[config.mk]
export PLATFORM = sky130hd
export DESIGN_NAME = alu_logic_arbiter
export DESIGN_NICKNAME = d
export VERILOG_FILES = /design/src/rtl/alu_pkg.sv /design/src/rtl/alu_logic_unit.sv /design/src/rtl/alu_logic_arbiter.sv
export SDC_FILE = /design/constraint.sdc
export NUM_CORES = 1
export LEC_CHECK = 0
export ABC_AREA = 1
export BUFFER_PORTS_ARGS = -buffer_cell sky130_fd_sc_hd__buf_2
export CORE_UTILIZATION = 40
export DETAILED_ROUTE_END_ITERATION = 10
export HOLD_SLACK_MARGIN = 0.03
export PLACE_DENSITY = 0.7
export RECOVER_POWER = 25
export SYNTH_ARGS = -nofsm -noshare
export SYNTH_HDL_FRONTEND = slang
export SYNTH_SLANG_ARGS = --single-unit
[constraint.sdc]
create_clock -name clk -period 4 [get_ports clk]
set_input_delay 0.6 -clock clk [delete_from_list [all_inputs] [get_ports clk]]
set_output_delay 0.6 -clock clk [all_outputs]
set_load 0.05 [all_outputs]
[src/rtl/alu_pkg.sv]
// Shared definitions for the two-requester bitwise logic arbiter.
// Contents: opcode constants for the logic unit and the output-slot state encoding.
package alu_pkg;

    localparam logic [1:0] OP_AND = 2'b00;
    localparam logic [1:0] OP_OR  = 2'b01;
    localparam logic [1:0] OP_XOR = 2'b10;
    localparam logic [1:0] OP_NOT = 2'b11;

    // Output slot: StIdle holds no result, StFull holds one result awaiting out_ready.
    typedef enum logic {
        StIdle = 1'b0,
        StFull = 1'b1
    } state_e;

endpackage

[src/rtl/alu_logic_unit.sv]
// Purely combinational WIDTH-bit bitwise logic unit.
// Ports:
//   op     - opcode (OP_AND, OP_OR, OP_XOR, OP_NOT)
//   x, y   - operands; y is ignored for OP_NOT
//   result - bitwise result, no carries between bits
module alu_logic_unit
    import alu_pkg::*;
#(
    parameter int unsigned WIDTH = 4
) (
    input  logic [1:0]       op,
    input  logic [WIDTH-1:0] x,
    input  logic [WIDTH-1:0] y,
    output logic [WIDTH-1:0] result
);

    always_comb begin
        result = '0;
        unique case (op)
            OP_AND:  result = x & y;
            OP_OR:   result = x | y;
            OP_XOR:  result = x ^ y;
            OP_NOT:  result = ~x;
            default: result = '0;
        endcase
    end

endmodule

[src/rtl/alu_logic_arbiter.sv]
// Two requesters share one bitwise logic unit; the granted request's result is
// registered into a single output slot with a valid/ready handshake.
// Build option: define ALU_LOGIC_ARB_RR_EN for round-robin arbitration; otherwise
// requester 0 has fixed priority and no pointer register exists.
// Ports:
//   clk, rst_n                - clock, synchronous active-low reset
//   req_valid / req_ready     - per-requester handshake (index 0, 1)
//   req{0,1}_op, _x, _y       - per-requester opcode and operands
//   out_valid / out_ready     - result handshake
//   out_data, out_id          - registered result and the index of its requester
module alu_logic_arbiter
    import alu_pkg::*;
#(
    parameter int unsigned WIDTH = 4
) (
    input  logic             clk,
    input  logic             rst_n,
    input  logic [1:0]       req_valid,
    output logic [1:0]       req_ready,
    input  logic [1:0]       req0_op,
    input  logic [WIDTH-1:0] req0_x,
    input  logic [WIDTH-1:0] req0_y,
    input  logic [1:0]       req1_op,
    input  logic [WIDTH-1:0] req1_x,
    input  logic [WIDTH-1:0] req1_y,
    output logic             out_valid,
    input  logic             out_ready,
    output logic [WIDTH-1:0] out_data,
    output logic             out_id
);

    state_e           state_q, state_d;
    logic [WIDTH-1:0] data_q, data_d;
    logic             id_q, id_d;

    logic             slot_free;
    logic             gnt_idx;
    logic             accept;
    logic [1:0]       alu_op;
    logic [WIDTH-1:0] alu_x, alu_y, alu_result;

`ifdef ALU_LOGIC_ARB_RR_EN
    // Index of the requester that currently has priority.
    logic ptr_q, ptr_d;
`endif

    assign slot_free = (state_q == StIdle) || out_ready;

    // Winner is chosen from req_valid alone; gnt_idx only matters when some request is valid.
    always_comb begin
        gnt_idx = 1'b0;
`ifdef ALU_LOGIC_ARB_RR_EN
        if (req_valid[ptr_q]) begin
            gnt_idx = ptr_q;
        end else begin
            gnt_idx = ~ptr_q;
        end
`else
        gnt_idx = req_valid[0] ? 1'b0 : 1'b1;
`endif
    end

    always_comb begin
        req_ready = 2'b00;
        if (rst_n && slot_free && (req_valid != 2'b00)) begin
            req_ready[gnt_idx] = 1'b1;
        end
    end

    assign accept = |(req_valid & req_ready);

    always_comb begin
        alu_op = gnt_idx ? req1_op : req0_op;
        alu_x  = gnt_idx ? req1_x  : req0_x;
        alu_y  = gnt_idx ? req1_y  : req0_y;
    end

    alu_logic_unit #(
        .WIDTH (WIDTH)
    ) u_unit (
        .op     (alu_op),
        .x      (alu_x),
        .y      (alu_y),
        .result (alu_result)
    );

    always_comb begin
        state_d = state_q;
        data_d  = data_q;
        id_d    = id_q;
`ifdef ALU_LOGIC_ARB_RR_EN
        ptr_d   = ptr_q;
`endif
        if (accept) begin
            state_d = StFull;
            data_d  = alu_result;
            id_d    = gnt_idx;
`ifdef ALU_LOGIC_ARB_RR_EN
            ptr_d   = ~gnt_idx;
`endif
        end else if (out_ready) begin
            state_d = StIdle;
        end
    end

    always_ff @(posedge clk) begin
        if (!rst_n) begin
            state_q <= StIdle;
            data_q  <= '0;
            id_q    <= 1'b0;
`ifdef ALU_LOGIC_ARB_RR_EN
            ptr_q   <= 1'b0;
`endif
        end else begin
            state_q <= state_d;
            data_q  <= data_d;
            id_q    <= id_d;
`ifdef ALU_LOGIC_ARB_RR_EN
            ptr_q   <= ptr_d;
`endif
        end
    end

    assign out_valid = (state_q == StFull);
    assign out_data  = data_q;
    assign out_id    = id_q;

endmodule

# [Word level (Yosys, flattened, before mapping)]
# Index checks and enable logic that the tools add are counted.
[classes] add_sub_neg=0 n_mul=0 div_mod_pow=0 magnitude_cmp=2 n_eq_ne=3 shifts=0 mux=10 bitwise=6 n_reduce_logical=8
[ops] operator="one-hot mux 4 bit (4 select lines)" n=1
[ops] operator="2-to-1 mux 4 bit" n=2
[ops] operator="AND 4 bit" n=1
[ops] operator="== test 2 bit, second input constant" n=2
[ops] operator="2-to-1 mux 1 bit" n=4
[ops] operator="2-to-1 mux 2 bit" n=2
[ops] operator="inverter 4 bit" n=1
[ops] operator="OR 4 bit" n=1
[ops] operator="nonzero test 2 bit" n=2
[ops] operator="XOR 4 bit" n=1
[ops] operator="logical AND 1 bit" n=3
[ops] operator="AND 2 bit" n=1
[ops] operator="== test 2 x 1 -> 1 bit, second input constant" n=1
[ops] operator="logical NOT 2 bit" n=1
[ops] operator="less-than comparator 1 x 2 -> 1 bit, second input constant" n=1
[ops] operator="OR reduction 2 bit" n=1
[ops] operator="demux 1 bit (select 1 bit)" n=1
[ops] operator="greater-or-equal comparator 1 bit, second input constant" n=1
[ops] operator="logical OR 1 bit" n=1
[ops] operator="inverter 1 bit" n=1
[word_totals] reg_bits=6 latch_bits=0 ram_bits=0 romBits=0 in_bits=25 out_inout_bits=8 elab_cells=32 n_memories=0

# [Longest topological paths before layout]
# Gate-level depths: netlist (run 1).
[logic_depth] depth_word=9 depth_mapped=11 mapped_depth_nobuf=10

# [Cells and area by module]
# A second synthesis (run 1) with hierarchy kept.
[unflattened] cells_unflattened=105 area_unflattened_um2=674.4
[modules_own_cells] mod="alu_logic_arbiter" instances=1 cells_each=64 area_per_inst_um2=384.1 seq_area_each_um2=120.1
[modules_own_cells] mod="alu_logic_unit" instances=1 cells_each=41 area_per_inst_um2=290.3 seq_area_each_um2=0.0

# [Worst setup path after synthesis (run 1)]
# Ideal clock, no wire load.
[synth_path] path_kind="input to output" start="input out_ready" end="output req_ready[0]" t_arrival_ns=1.442 required_ns=3.400 path_slack_ns=1.958 path_stages=4 path_buffers=0 cell_sequence="inv_1 nand2_1 nand2_1 nor2_1"
[synth_via] elab_chain_cells=4
[synth_rtl] element="start: declaration" line_no="alu_logic_arbiter.sv:27" source="input logic out_ready,"
[synth_rtl] element="logical OR 1 bit" line_no="alu_logic_arbiter.sv:47" source="assign slot_free = (state_q == StIdle) || out_ready;"
[synth_rtl] element="logical AND 1 bit (2 in a row)" line_no="alu_logic_arbiter.sv:65" source="if (rst_n && slot_free && (req_valid != 2'b00)) begin"
[synth_rtl] element="2-to-1 mux 2 bit" line_no="alu_logic_arbiter.sv:65"
[synth_rtl] element="end: declaration" line_no="alu_logic_arbiter.sv:19" source="output logic [1:0] req_ready,"
# Every way passes these cells.

# [Worst setup path in the final report (run 1)]
[layout_path] start="input req_valid[0]" end="output req_ready[1]"
[layout_via] elab_chain_cells=6 word_cells_on_any_way=9 cone_classes="order compare: 2; mux: 4; reduce/logical: 3"
[layout_rtl] element="start: declaration" line_no="alu_logic_arbiter.sv:18" source="input logic [1:0] req_valid,"
[layout_rtl] element="2-to-1 mux 1 bit" line_no="alu_logic_arbiter.sv:59" source="gnt_idx = req_valid[0] ? 1'b0 : 1'b1;"
[layout_rtl] element="less-than comparator 1 x 2 -> 1 bit (implied by the code) / greater-or-equal comparator 1 bit (equally long branches)" line_no="alu_logic_arbiter.sv:66" source="req_ready[gnt_idx] = 1'b1;"
[layout_rtl] element="logical AND 1 bit (implied by the code)" line_no="alu_logic_arbiter.sv:66"
[layout_rtl] element="2-to-1 mux 1 bit (implied by the code)" line_no="alu_logic_arbiter.sv:66"
[layout_rtl] element="demux 1 bit (select 1 bit)" line_no="alu_logic_arbiter.sv:66"
[layout_rtl] element="2-to-1 mux 2 bit (*)" line_no="alu_logic_arbiter.sv:65"
# Every way passes the cells marked *; elsewhere a longest branch is shown, timed or not.

==> results of run 1 <==
[cell usage after synthesis]
cell / count
inv_2: 1
nor2_1: 1
nand3_1: 6
buf_4: 1
nor2_4: 2
ha_1: 8
or2_1: 3
nand2_1: 29
nand3b_1: 2
clkinv_1: 1
o21ai_1: 11
or2_2: 4
buf_6: 1
nand2_4: 1
a21oi_1: 6
nand2_2: 5
dfxtp_1: 6
o21ai_0: 3
inv_1: 24
nor2_2: 2
[per-layer routing]
metal | global-route usage, % | wire [um] | up-vias
met1 | 23.15 | 663 | 330
met5 | 0 | 0 | -
met2 | 32.06 | 717 | 24
li1 | - | - | 426
met3 | 3.673 | 51 | 6
met4 | 10.91 | 39 | 0
[per-stage QoR]
step,hold slack [ns],cells
after detailed placement,0.4553,171
after CTS,0.4643,174
after floorplan,0.6813,117
final,0.4607,174
after global placement,0.4515,171
after global routing,0.4843,174
[power groups by stage]
stage          combinational (uW)  sequential [uW]  clock, uW
2_1_floorplan                56.0             82.6          0
3_5_place_dp                 97.1             67.3          0
6_report                     95.7             66.4       55.3
3_3_place_gp                 94.8             67.2          0
4_1_cts                      97.4             66.3       57.2
5_1_grt                       109             66.8       62.4
[registers in the layout (all words and copies together) (netlist names)]
register and flops:
out_valid 1, out_id 1, out_data 4
[tightest hold or removal path, cell delays in order (launching register included)]
cell and delay [ns]:
dfxtp_1 0.30, nand2_1 0.06, a21oi_1 0.05
[kinds of logic (layout without fill, tap and decap cells)]
group	count (synthesis)	after routing	share of synthesized area, %
AOI/OAI and AO/OA	20	20	13.99
adders and majority gates	8	8	13.99
buffers and inverters	28	61	16.26
DFF	6	6	16.78
and+or+nand+nor	55	55	38.98
[area by class of cell]
class                      instances  share of cell area (%)
clock buffer                       3                   2.490
sequential                         6                   13.28
timing repair buffer              32                   17.43
inverter                          26                   10.79
multi-input combinational         83                   52.70
tap                               24                   3.320
[worst paths after layout]
kind / endpoint / startpoint / slack (ns)
max reg2reg: out_data[1]$_SDFFE_PN0P_ / out_valid$_SDFFE_PN0P_ / 3.00
min: out_id$_SDFFE_PN0P_ / out_id$_SDFFE_PN0P_ / 0.46
min reg2reg: out_id$_SDFFE_PN0P_ / out_id$_SDFFE_PN0P_ / 0.46
max: req_ready[1] / req_valid[0] / 1.63
[cell usage in the layout, fill, tap and decap left out]
cell type | Yosys | routed
nand2_4 | 1 | 1
clkbuf_1 | 0 | 2
nor2_4 | 2 | 2
nand2_1 | 29 | 29
clkinv_1 | 1 | 1
buf_2 | 0 | 30
o21ai_0 | 3 | 3
inv_1 | 24 | 24
o21ai_1 | 11 | 11
nand2_2 | 5 | 5
or2_2 | 4 | 4
nor2_1 | 1 | 2
a21oi_1 | 6 | 6
inv_2 | 1 | 1
nand3_1 | 6 | 6
clkbuf_4 | 0 | 3
dfxtp_1 | 6 | 6
or2_1 | 3 | 3
ha_1 | 8 | 8
nand3b_1 | 2 | 2
nor2_2 | 2 | 1
==> results.yml, run 1 <==
floorplan:
  row_count: 14
  core-area_sq_mm: 0.001594
  io_pins: 33
  start_util_pct: 44.90
  fp.dieW_um: 44.30
  fp.dieH_um: 44.30
  design.die.area_sq_mm: 0.001962
power:
  leakagePower_uw: 0.0005350
  cell_internal_pwr_uw: 132.1
  switching_share_pct: 39.25
  finalPower_uw: 217.4
  powerDensity_mw_per_mm2: 240.3
  combPwrFrac_pct: 44.0
  switchingPower_uw: 85.34
  vdd_ir_drop_max_mv: 0.1131
  clkPwrFrac_pct: 25.5
  pwr-share-seq_pct: 30.5
final_layout:
  diodes: 0
  areaGrowthSynthToFinish_pct: 26.40
  drive_gt1_share_pct: 31.33
  multi_input_area_sq_um: 476.7
  fill_cells: 161
  stdcell_area_sq_um: 904.6
  ff_latch_area_sq_um: 120.1
  fin_nets: 185
  postLayoutCoreUtil_pct: 56.75
job:
  cap_violations: 0
synthesis:
  syn_inst: 117
  ys_seq_area_share_pct: 16.78
  yosys_warnings: 0
  syn_area_sq_um: 715.7
  netlist.area_leader.share_pct: 16.78
  yosysTopAreaCell: "dfxtp_1"
  ys_ff_latch: 6
  synth_cell_types: 20
  synth_area_per_cell_sq_um: 6.117
  synth_nets: 150
  netlist_top_cells_area: "dfxtp_1 (17%), nand2_1 (15%), ha_1 (14%), inv_1 (13%), o21ai_1 (7.7%)"
worst_setup_path:
  cp-start-kind: "input pin"
  slowest_stage: "clkbuf_1"
  crit_required_ns: 3.40
  path_delay_family: "buffers and inverters"
  worst-path-buf-inv: 3
  r2r_cells: 7
  path_cells: "clkbuf_1, nor2_1, nor2_4, nand2_1, inv_1, buf_2"
  crit_type: "input pin to primary output"
  critical_path_arrival_ns: 1.77
  path_depth: 6
  path_max_fanout: 14
  crit_path_end_kind: "primary output"
  cp_slowest_stage_delay_ns: 0.42
placement:
  placed_area_sq_um: 887.1
  port_buffers: 32
  gp_congestion: 0.7760
  post-place-ws_ns: 1.798
  dpl.hpwl_mm: 1.247
clocking:
  clock-sinks: 6
  clk_pin_slew_ns: 0.04
  h-tree-depth: 1
  cts_setup_buffers: 0
  cts_buffer_depth: 2
  cts_made_buffers: 3
  ctsResizeCount: 0
  clock_latency_ns: 0.25
  cts_tree: "done"
  cts_hold_buf: 0
  clockRootBuffer: "clkbuf_4"
detailed_routing:
  dr.first_iter.drc_count: 11
  routedWlPerCell_um: 8.454
  wl_mm: 1.471
  first_pass_iters: 4
  viasPerCell: 4.517
  postRouteAntennaNets: 0
  drc: 0
  dr_total_vias: 786
timing:
  timing.final.max_slew_violations: 0
  slew_headroom_pct: 60.46
  max_freq_ghz: 0.4211
  worst_slew_pin_slew_ns: 0.5956
  setup_ws_ns: 1.625
  rsz0062_at_grt: "false"
  setup_tns_ns: 0
  finalClockSkew_ns: 0.003482
  hold_viol: 0
  finalCritPeriodShare_pct: 59.38
  min_period_ns: 2.375
  setup_viol: 0
global_route:
  antenna_found_initial: 0
  grt_max_degree: 15
  grtUsageTotal_pct: 19.31
  grt_pass1_vias: 713
  grt_overflow: 0
  grt_pass1_wl_mm: 2.794
worst_hold_path:
  holdCritPathClass: "flip-flop to flip-flop"
  hold_path_depth: 2
outcome:
  status: "completed"
(Power assumes the default switching activity.)
==> run 2, diff against run 1 <==
ABC_AREA = 0   (was 1)
clock period = 2.5 ns   (was 4 ns; I/O delays follow)
==> run 2 against run 1 <==
Net effect: the run now ends with DRC left; utilization fell by 0.64 points; power increased by 71%; largest power group unchanged; highest routed layer is now met3; first-iteration DRC count up 100%.
==> results.yml, run 2 <==
timing:
  setup_viol: 0
  setup_ws_ns: 0.8439
  worst_slew_pin_slew_ns: 0.6025
  hold_ws_ns: 0.4381
  hold_viol: 0
  setup_tns_ns: 0
  finalCritPeriodShare_pct: 66.24
  max_freq_ghz: 0.6038
  timing.final.max_slew_violations: 0
  slew_headroom_pct: 60.01
  rsz0062_at_grt: "false"
  finalClockSkew_ns: 0.01122
  min_period_ns: 1.656
clocking:
  cts_setup_buffers: 0
  ctsResizeCount: 0
  clock-sinks: 6
  h-tree-depth: 1
  clock_latency_ns: 0.25
  cts_buffer_depth: 2
  clockRootBuffer: "clkbuf_4"
  clk_pin_slew_ns: 0.06
  cts_hold_buf: 0
  cts_made_buffers: 3
  cts_tree: "done"
outcome:
  status: "complete, but fails checks"
  violations: "DRC"
power:
  pwr-share-seq_pct: 29.9
  switchingPower_uw: 149.1
  cell_internal_pwr_uw: 221.8
  combPwrFrac_pct: 43.7
  leakagePower_uw: 0.0004797
  powerDensity_mw_per_mm2: 419.3
  switching_share_pct: 40.19
  clkPwrFrac_pct: 26.5
  vdd_ir_drop_max_mv: 0.2626
  finalPower_uw: 370.9
synthesis:
  synth_area_per_cell_sq_um: 8.951
  synth-edff-count: 0
  async_flop_share_pct: 0
  netlist_top_cells_area: "mux2i_1 (23%), dfxtp_1 (17%), ha_1 (14%), o41ai_2 (9.3%), a21oi_1 (7.2%)"
  synth_cell_types: 23
  syn_area_sq_um: 698.2
  netlist.area_leader.share_pct: 22.94
  ys.flop_type: "dfxtp_1"
  syn_inst: 78
  yosysTopAreaCell: "mux2i_1"
  ys_ff_latch: 6
  synth_top_cells_by_count: "mux2i_1 (16), a21oi_1 (10), ha_1 (8), inv_1 (8), dfxtp_1 (6)"
  synth_nets: 111
  yosys_warnings: 0
  ys_seq_area_share_pct: 17.20
  synth.most_common_cell: "mux2i_1"
placement:
  dpl.hpwl_mm: 1.235
  gp_congestion: 0.7697
  post-place-ws_ns: 0.7398
  port_buffers: 32
final_layout:
  final_cell_mix: "buf_2 (31), mux2i_1 (16), a21oi_1 (10)"
  drive_gt1_share_pct: 40.37
  diodes: 0
  fin_nets: 144
  final_common_cell: "buf_2"
  largest_register_ffs: 4
  areaGrowthSynthToFinish_pct: 26.70
worst_setup_path:
  cp-start-kind: "flip-flop"
  r2r_cells: 3
  crit_path_end_kind: "primary output"
  path_max_fanout: 6
  crit_required_ns: 2.12
  crit_type: "flip-flop to primary output"
  critical_path_arrival_ns: 1.28
detailed_routing:
  drc: 3
  viasPerCell: 5.608
  dr.first_iter.drc_count: 22
  wl_mm: 1.634
  postRouteAntennaNets: 0
  dr_total_vias: 701
  first_pass_iters: 7
  routedWlPerCell_um: 13.07
floorplan:
  fp.dieH_um: 43.78
  start_util_pct: 44.29
  core-area_sq_mm: 0.001577
  design.die.area_sq_mm: 0.001917
  row_count: 14
  fp.dieW_um: 43.78
  io_pins: 33
global_route:
  grt_max_degree: 19
  grt_pass1_vias: 708
  grt_overflow: 0
  antenna_found_initial: 0
  grt_pass1_wl_mm: 2.918
  grtUsageTotal_pct: 20.29
job:
  cap_violations: 0
worst_hold_path:
  holdCritPathClass: "input pin to flip-flop"
  hold_path_depth: 3
## run 2: cell count changes in the layout (fill, tap and decap cells not counted), sizes merged, moves of 4 or more
cell / previous run / this run
nand2: 35 / 1
inv: 25 / 9
mux2i: 0 / 16
o21ai: 14 / 0
or2: 7 / 0
nand3: 6 / 0
a21oi: 6 / 10
nor2: 5 / 1
o211ai: 0 / 4
o22ai: 0 / 4
o41ai: 0 / 4
## run 2: path summary, 6_finish.rpt
| kind | start | to | slack, ns |
|---|---|---|---|
| setup reg to reg | out_valid$_SDFFE_PN0P_ | out_data[3]$_SDFFE_PN0P_ | 1.10 |
| setup / recovery | out_valid$_SDFFE_PN0P_ | req_ready[1] | 0.84 |
| hold reg to reg | out_data[1]$_SDFFE_PN0P_ | out_data[1]$_SDFFE_PN0P_ | 0.51 |
| hold / removal | rst_n | out_valid$_SDFFE_PN0P_ | 0.44 |
## run 2: layout make-up
type                            instances  area (sq um)
Clock buffer                            3         22.52
Fill cell                             159         691.9
Inverter                                9         33.78
Multi-Input combinational cell         59         529.3
Sequential cell                         6         120.1
Tap cell                               16         20.02
Timing Repair Buffer                   32         158.9
## run 2: kinds of logic (layout without fill, tap and decap cells)
kind of cell	after synthesis	in the layout	share of synthesized area, %
fa+ha+maj	8	8	14.34
compound gates	23	23	25.45
flops	6	6	17.20
simple gates	12	12	12.19
buf+inv	13	44	7.885
mux	16	16	22.94
## run 2: worst max-delay path, cell delays in order, from the launching register on
cell and delay [ns]:
dfxtp_1 0.33, nor2b_1 0.38, nor4b_2 0.09, buf_2 0.23
## run 2: power groups by stage
stage / combinational, uW / sequential [uW] / clock, uW
after CTS: 164 / 111 / 100
after detailed placement: 162 / 113 / 0
final: 162 / 111 / 98.2
after global placement: 161 / 113 / 0
after global routing: 179 / 112 / 112
after floorplan: 84.7 / 147 / 0
## run 2: through the flow
step	instance area (sq um)	util, %	cells
after floorplan	704.4	-	78
after global placement	863.3	54.76	122
after detailed placement	863.3	54.76	122
after CTS	885.9	56.19	125
after global routing	884.6	56.11	125
final	884.6	56.11	125
## run 2: layer usage
layer	share of wire [%]	global-route usage, %	vias to the layer above
met2	52	34.93	21
met4	0	8.750	0
met3	3.7	2.500	0
met5	0	0	-
met1	44	25.13	324
li1	-	-	356
